--- src/rtl/frame_update_sched_pkg.sv ---
// ============================================================================
// Module   : frame_update_sched_pkg
// Brief    : Shared types and helpers for the frame update scheduler.
// Revision : 1.0  initial release
// ============================================================================
`default_nettype none

package frame_update_sched_pkg;

  typedef enum logic [1:0] {
    ST_IDLE = 2'd0,
    ST_SCAN = 2'd1,
    ST_REQ  = 2'd2
  } state_t;

  localparam int TRIGGER_ROW_DEF = 511;
  localparam int ROW_W           = 9;

  // Index of the lowest set bit; 0 when the vector is empty.
  function automatic logic [2:0] lowest_set(input logic [7:0] vec);
    logic [2:0] idx;
    idx = 3'd0;
    for (int i = 7; i >= 0; i--) begin
      if (vec[i]) idx = 3'(i);
    end
    return idx;
  endfunction

endpackage

`default_nettype wire

--- src/rtl/frame_edge_det.sv ---
// ============================================================================
// Module   : frame_edge_det
// Brief    : Single-cycle pulse when the scan row first reaches TRIGGER_ROW.
// Revision : 1.0  initial release
// ============================================================================
`default_nettype none

module frame_edge_det
  import frame_update_sched_pkg::*;
#(
  parameter int TRIGGER_ROW = TRIGGER_ROW_DEF
) (
  input  logic             clk,
  input  logic             rst,
  input  logic [ROW_W-1:0] row_addr,
  output logic             fb
);

  localparam logic [ROW_W-1:0] C_TRIG = ROW_W'(TRIGGER_ROW);

  logic [ROW_W-1:0] r_prev_row;

  // Resetting to the trigger row suppresses a spurious boundary right after reset.
  always_ff @(posedge clk) begin
    if (rst) r_prev_row <= C_TRIG;
    else     r_prev_row <= row_addr;
  end

  assign fb = (row_addr == C_TRIG) && (r_prev_row != C_TRIG);

endmodule

`default_nettype wire

--- src/rtl/frame_update_sched.sv ---
// ============================================================================
// Module   : frame_update_sched
// Brief    : Per-frame fixed-priority update handshakes with per-client divisors.
// Revision : 1.0  initial release
// ============================================================================
`default_nettype none

module frame_update_sched
  import frame_update_sched_pkg::*;
#(
  parameter int NUM_CLIENTS = 4,
  parameter int TRIGGER_ROW = TRIGGER_ROW_DEF,
  parameter int DIV_W       = 4,
  parameter int TIMEOUT     = 1023
) (
  input  logic                         clk,
  input  logic                         rst,
  input  logic [ROW_W-1:0]             row_addr,
  input  logic                         run,
  input  logic [NUM_CLIENTS*DIV_W-1:0] divisor,
  input  logic [NUM_CLIENTS-1:0]       upd_done,
  output logic [NUM_CLIENTS-1:0]       upd_req,
  output logic                         busy,
  output logic [15:0]                  frame_cnt,
  output logic                         overrun,
  output logic                         timeout_err,
  input  logic                         clr_err
);

  localparam int               C_TMO_W  = $clog2(TIMEOUT + 1);
  localparam logic [C_TMO_W-1:0] C_TMO_LAST = C_TMO_W'(TIMEOUT - 1);
  localparam logic [DIV_W:0]   C_ONE_EXT = (DIV_W+1)'(1);

  state_t                   r_state;
  state_t                   w_state_next;
  logic                     w_fb;
  logic [NUM_CLIENTS-1:0]   r_pend;
  logic [NUM_CLIENTS-1:0]   w_wrap;
  logic [DIV_W-1:0]         r_cnt [NUM_CLIENTS];
  logic [C_TMO_W-1:0]       r_tmo;
  logic [2:0]               w_low;
  logic [NUM_CLIENTS-1:0]   w_onehot;
  logic                     w_done;
  logic                     w_tmo_hit;
  logic                     w_timeout_evt;
  logic                     w_overrun_evt;

  frame_edge_det #(
    .TRIGGER_ROW (TRIGGER_ROW)
  ) u_edge_det (
    .clk      (clk),
    .rst      (rst),
    .row_addr (row_addr),
    .fb       (w_fb)
  );

  // A zero divisor behaves as 1, so that client fires every frame.
  generate
    for (genvar gi = 0; gi < NUM_CLIENTS; gi++) begin : g_client
      logic [DIV_W:0] w_div_eff;
      assign w_div_eff   = (divisor[gi*DIV_W +: DIV_W] == '0) ? C_ONE_EXT
                                                              : {1'b0, divisor[gi*DIV_W +: DIV_W]};
      assign w_wrap[gi]  = ({1'b0, r_cnt[gi]} + C_ONE_EXT) >= w_div_eff;
    end
  endgenerate

  assign w_low     = lowest_set(8'(r_pend));
  assign w_onehot  = NUM_CLIENTS'(1) << w_low;
  assign w_done    = |(upd_done & upd_req);
  assign w_tmo_hit = (r_tmo == C_TMO_LAST);

  always_ff @(posedge clk) begin
    if (rst) r_state <= ST_IDLE;
    else     r_state <= w_state_next;
  end

  always_comb begin
    w_state_next = r_state;
    case (r_state)
      ST_IDLE: if (w_fb && run)           w_state_next = ST_SCAN;
      ST_SCAN: w_state_next = (r_pend == '0) ? ST_IDLE : ST_REQ;
      ST_REQ:  if (w_done || w_tmo_hit)   w_state_next = ST_SCAN;
      default:                            w_state_next = ST_IDLE;
    endcase
  end

  // A done pulse coinciding with the timeout is treated as a normal completion.
  always_comb begin
    busy          = (r_state != ST_IDLE);
    w_timeout_evt = (r_state == ST_REQ) && w_tmo_hit && !w_done;
    w_overrun_evt = w_fb && (r_state != ST_IDLE);
  end

  always_ff @(posedge clk) begin
    if (rst) begin
      upd_req     <= '0;
      r_pend      <= '0;
      r_tmo       <= '0;
      frame_cnt   <= '0;
      overrun     <= 1'b0;
      timeout_err <= 1'b0;
      for (int i = 0; i < NUM_CLIENTS; i++) r_cnt[i] <= '0;
    end else begin
      if (w_fb && run) frame_cnt <= frame_cnt + 16'd1;

      if (w_overrun_evt) overrun <= 1'b1;
      else if (clr_err)  overrun <= 1'b0;

      if (w_timeout_evt) timeout_err <= 1'b1;
      else if (clr_err)  timeout_err <= 1'b0;

      case (r_state)
        ST_IDLE: begin
          if (w_fb && run) begin
            for (int i = 0; i < NUM_CLIENTS; i++) begin
              if (w_wrap[i]) begin
                r_pend[i] <= 1'b1;
                r_cnt[i]  <= '0;
              end else begin
                r_cnt[i]  <= r_cnt[i] + DIV_W'(1);
              end
            end
          end
        end
        ST_SCAN: begin
          if (r_pend != '0) begin
            upd_req <= w_onehot;
            r_tmo   <= '0;
          end
        end
        ST_REQ: begin
          if (w_done || w_tmo_hit) begin
            upd_req <= '0;
            r_pend  <= r_pend & ~upd_req;
          end else begin
            r_tmo   <= r_tmo + C_TMO_W'(1);
          end
        end
        default: ;
      endcase
    end
  end

endmodule

`default_nettype wire

--- config.mk ---
export PLATFORM = sky130hd
export DESIGN_NAME = frame_update_sched
export DESIGN_NICKNAME = d
export VERILOG_FILES = /design/src/rtl/frame_update_sched_pkg.sv /design/src/rtl/frame_edge_det.sv /design/src/rtl/frame_update_sched.sv
export SDC_FILE = /design/constraint.sdc
export NUM_CORES = 1
export LEC_CHECK = 0
export CAP_MARGIN = 40
export CORE_UTILIZATION = 57
export DETAILED_ROUTE_END_ITERATION = 8
export PLACE_DENSITY = 0.85
export SYNTH_ARGS = -nofsm -noshare
export SYNTH_HDL_FRONTEND = slang
export SYNTH_SLANG_ARGS = --single-unit
--- constraint.sdc ---
create_clock -name clk -period 5.62 [get_ports clk]
set_input_delay 1.686 -clock clk [delete_from_list [all_inputs] [get_ports clk]]
set_output_delay 1.686 -clock clk [all_outputs]
set_load 0.01 [all_outputs]
Word level (Yosys, flattened, before mapping)
Memory sizes are Yosys's and may differ from the RTL's. Cells that the tools add are included.

Register bits after elaboration: 47. Bits in writable memories: 16. Output and inout port bits: 23. Word-level logic and storage cells: 156. Memories kept: 1.

Memories: r_cnt (words 4, width 4, rd ports 4, clocked after memory_dff 0, write ports 4, RTL line frame_update_sched.sv:39) `logic [DIV_W-1:0] r_cnt [NUM_CLIENTS];`.

Add/subtract/negate cells: 10. Magnitude comparators: 4. Equal/unequal tests: 13. Shift-type cells: 1. Muxes and demuxes: 78. Bitwise gates (word level): 11. Reduce and logical (&&, ||, !) cells: 27.

Operators with widths (number): $mux W4 (16); $mux W1 (49); $add A4 B1 Y5 const B (4); $ge A5 B4 Y1 (4); $logic_not A4 Y1 (5); $mux W10 (2); $pmux W10 S2 (1); $add A16 B1 Y16 const B (1); $add A4 B1 Y4 const B (4); $pmux W4 S2 (2); $reduce_and A4 Y1 (4); $ne A2 B2 Y1 const B (7); $add A10 B1 Y10 const B (1); $eq A10 B10 Y1 const B (1); $reduce_bool A2 Y1 (5); $eq A9 B9 Y1 const B (1); $mux W3 (3); $ne A9 B9 Y1 const B (1); $and A4 B4 Y4 (2); $mux W2 (4); $or A1 B1 Y1 (8); $pmux W2 S3 (1); $reduce_and A3 Y1 (2); $logic_and A1 B1 Y1 (5); 11 further kinds (11).

Longest topological paths before layout
Word-level depth: 10. Gate-level depth with buffers: 9. Gate-level depth less buffers: 8.

Hierarchy
A second synthesis with hierarchy kept.

Cell total of the unflattened synthesis: 364. Area, all modules: 3385.7 um^2.

Modules (own cells, without submodules): frame_update_sched (instances 1, cells an instance 338, area an instance 3101.7 um^2); frame_edge_det (instances 1, cells an instance 26, area an instance 284.0 um^2).

Worst setup path after synthesis
No wires, ideal clock.

Kind: input to register. Start: input port divisor[14]. End: memory r_cnt[3][2] (data pin). Library setup time: 0.140 ns. Data arrival time: 3.184 ns. Setup slack: 2.296 ns. Stages: 8. Cell sequence: inv_1 a31o_2 ha_1 nand2b_1 a211oi_1 o21ai_0 or3_1 nor2b_1.

RTL lines: from (decl) (RTL line frame_update_sched.sv:20) `input logic [NUM_CLIENTS*DIV_W-1:0] divisor,`; to (decl) (RTL line frame_update_sched.sv:39).

==> reports/qor.csv <==
metric;value;unit
library cell with the largest summed area after synthesis;dfxtp_1;
pwr/cell area;225;nW/um2
outcome;finished clean;
max-slew violation count;0;
core footprint;5610;um2
drt initial violations;209;
worst ir drop on vdd;0.199;mV
headroom to the max-slew limit;56.8;%
total global routing track utilization;24.5;%
delay-heaviest family, CP;compound AO/OA/AOI/OAI gates;
starting utilization of the core area;60.1;%
least setup slack across all paths after layout;1880;ps
required time reported for the critical path endpoint;5820;ps
RePlAce Congestion;0.816;
CP Capture Type;flip-flop;
number of rows in the core area;27;
Post-Syn Nets;425;
period utilization;66.5;%
vertical die dimension;78.9;um
register-to-register setup slack;3300;ps
number of clock buffers inserted by TritonCTS;9;
root buffer selected by CTS;clkbuf_8;
vias in the first global route;2728;
antenna violations before repair;0;
slowest cell on the critical path;clkdlybuf4s50_1;
worst setup skew after layout;9.02;ps
number of buffer and inverter instances along the worst setup path;2;
synthesized area;3370;um2
Clk pin slew, worst setup/hold paths;70;ps
nature of the critical path startpoint;primary input;
final hold violations;0;
final antenna diode count;0;
buffer count from post-CTS setup fixing;0;
latest clock arrival within the worst-skew pair;340;ps
Post-synth EDFFs;16;
largest fanout of any net on the critical path;4;
total number of vias;2895;
count of nets left with antenna violations after detail routing;0;
share of flip-flops with an asynchronous set or reset;0;%
most used flip-flop cell after synthesis;dfxtp_1;
Cell Count Post-Placement;483;
pin count of the biggest net entering global routing;37;
count of warnings emitted by yosys;0;
number of iterations in the first detailed-routing pass;5;
CTS sink count;63;
slew at the pin closest to its max-slew limit;644;ps
setup repair after global routing missed its margin;no;
Arr. time, crit path;3930;ps
Post-Route WL;7390;um
CTS tree;yes;
total half-perimeter wirelength after legalization and detailed placement;5390;um
area growth from synthesis to layout;23.6;%
crit path kind;primary input to flip-flop;
HP Class;flip-flop to flip-flop;
crit-path cells;clkdlybuf4s50_1, inv_1, a31o_2, ha_1, nand2b_1, a211oi_1, o21ai_0, or3_1, nor2b_1;
multi-input gate area in the final layout;1800;um2
Placement Setup Slack;1600;ps
post-synth top area share;27.9;%
MaxCap Viol Count;0;
synthesis-stage register bit count;63;
share of post-route cells with drive strength above 1;8.67;%
Via-to-Cell Ratio;5.80;
setup-violating endpoint count in the final report;0;
# resized after CTS;0;
count of different cell masters after synthesis;49;
part of the Yosys area used for sequential elements;42.2;%
post-synthesis instance total;365;
number of H-tree branching levels;3;
Syn Area/Cell;9.24;um2
Wirelength per Cell;14.8;um
net count reported at finish;482;
wire length of the first global-routing pass;11900;um
Die ar.;6230;um2
sequential cell area in the final layout;1420;um2
remaining design rule violation count;0;
Synth area leaders;dfxtp_1 (28%), edfxtp_1 (14%), ha_1 (10%);
Max Fclk;268;MHz
clock tree buffer depth;2;
number of filler cells placed in the layout;417;
Static Leak;1.60;nW
horizontal extent of the die;78.9;um
count of buffers inserted at the top-level ports;55;
total global routing overflow;0;
I/O pin count;56;
# hold bufs at CTS;0;
commonest cells in the synthesized netlist;dfxtp_1 (47), ha_1 (27), nor2_1 (27), inv_1 (24), nand2_1 (18);
largest stage delay on the critical path;450;ps
Setup TNS;0;ps
Period minus WS final;3740;ps
most frequently used cell type in the post-synthesis netlist;dfxtp_1;
post-route non-filler standard cell count;499;
## cells by family after synthesis
logic type	share of synthesized area, %
adder cells (fa/ha/maj)	10.0
AO/OA/AOI/OAI	14.7
XOR/XNOR	5.45
AND/OR/NAND/NOR	23.3
buffers and inverters	4.42
flip-flops	42.2
## metal layers
layer | GRT usage [%] | wire [um] | vias to the layer above
met5 | 0 | 0 | -
li1 | - | - | 1450
met1 | 30.1 | 3360 | 1355
met3 | 4.71 | 372 | 12
met4 | 10.9 | 129 | 0
met2 | 41.6 | 3530 | 78
## worst paths after layout
check,from,to,cells after the start
worst max-delay path,divisor[10],r_cnt[2][3],9
worst min register to register,timeout_err,timeout_err,2
worst max register to register,r_cnt[2][0],r_cnt[2][3],7
worst min-delay path,timeout_err,timeout_err,2
## power by group
group | switching, mW | internal, mW | total (mW)
clock network | 0.186 | 0.188 | 0.373
registers | 0.00577 | 0.472 | 0.478
logic | 0.0433 | 0.0446 | 0.0879
total | 0.235 | 0.704 | 0.939
## final cells by class
cell class                 count  share of cell area [%]
tap                           72                    2.16
sequential                    63                    34.1
multi-input combinational    265                    43.2
clock inverter                 6                   0.991
timing repair buffer          57                    13.6
inverter                      26                    2.34
clock buffer                  10                    3.57
## state kept, by name, indices dropped and copies added (netlist names)
register / flops
frame_cnt: 16
r_cnt: 16
r_tmo: 10
u_edge_det.r_prev_row: 9
r_pend: 4
upd_req: 4
r_state: 2
overrun: 1
timeout_err: 1
## worst register-to-register path, delay by kind of cell, from the launching register on
kind	cells	cell delay [ps]
compound gates	2	500
xor+xnor	1	190
fa+ha+maj	2	490
flops	1	440
simple gates	2	550
## stage by stage
stage	cell area, um2	utilization (%)	total power [mW]	hold slack, ps
after floorplan	3370	-	0.537	461
after global placement	3980	70.9	0.570	460
after detailed placement	3980	70.9	0.575	459
after CTS	4170	74.3	0.944	477
after global routing	4170	74.3	0.973	491
final	4170	74.3	0.939	474
## placed cells by master, fill, tap and decap left out, types with 6 or more instances in the layout
cell type and instances:
a21oi_1 17, a31oi_1 7, clkbuf_8 9, clkdlybuf4s50_1 55, dfxtp_1 47, edfxtp_1 16
ha_1 27, inv_1 24, nand2_1 18, nand2b_1 6, nand3_1 16, nand4_1 14
nor2_1 27, nor2b_1 8, o21ai_0 17, or2_2 10, or3_1 14, xnor2_1 9
xor2_1 12
Power figures use the tool's default switching activity.
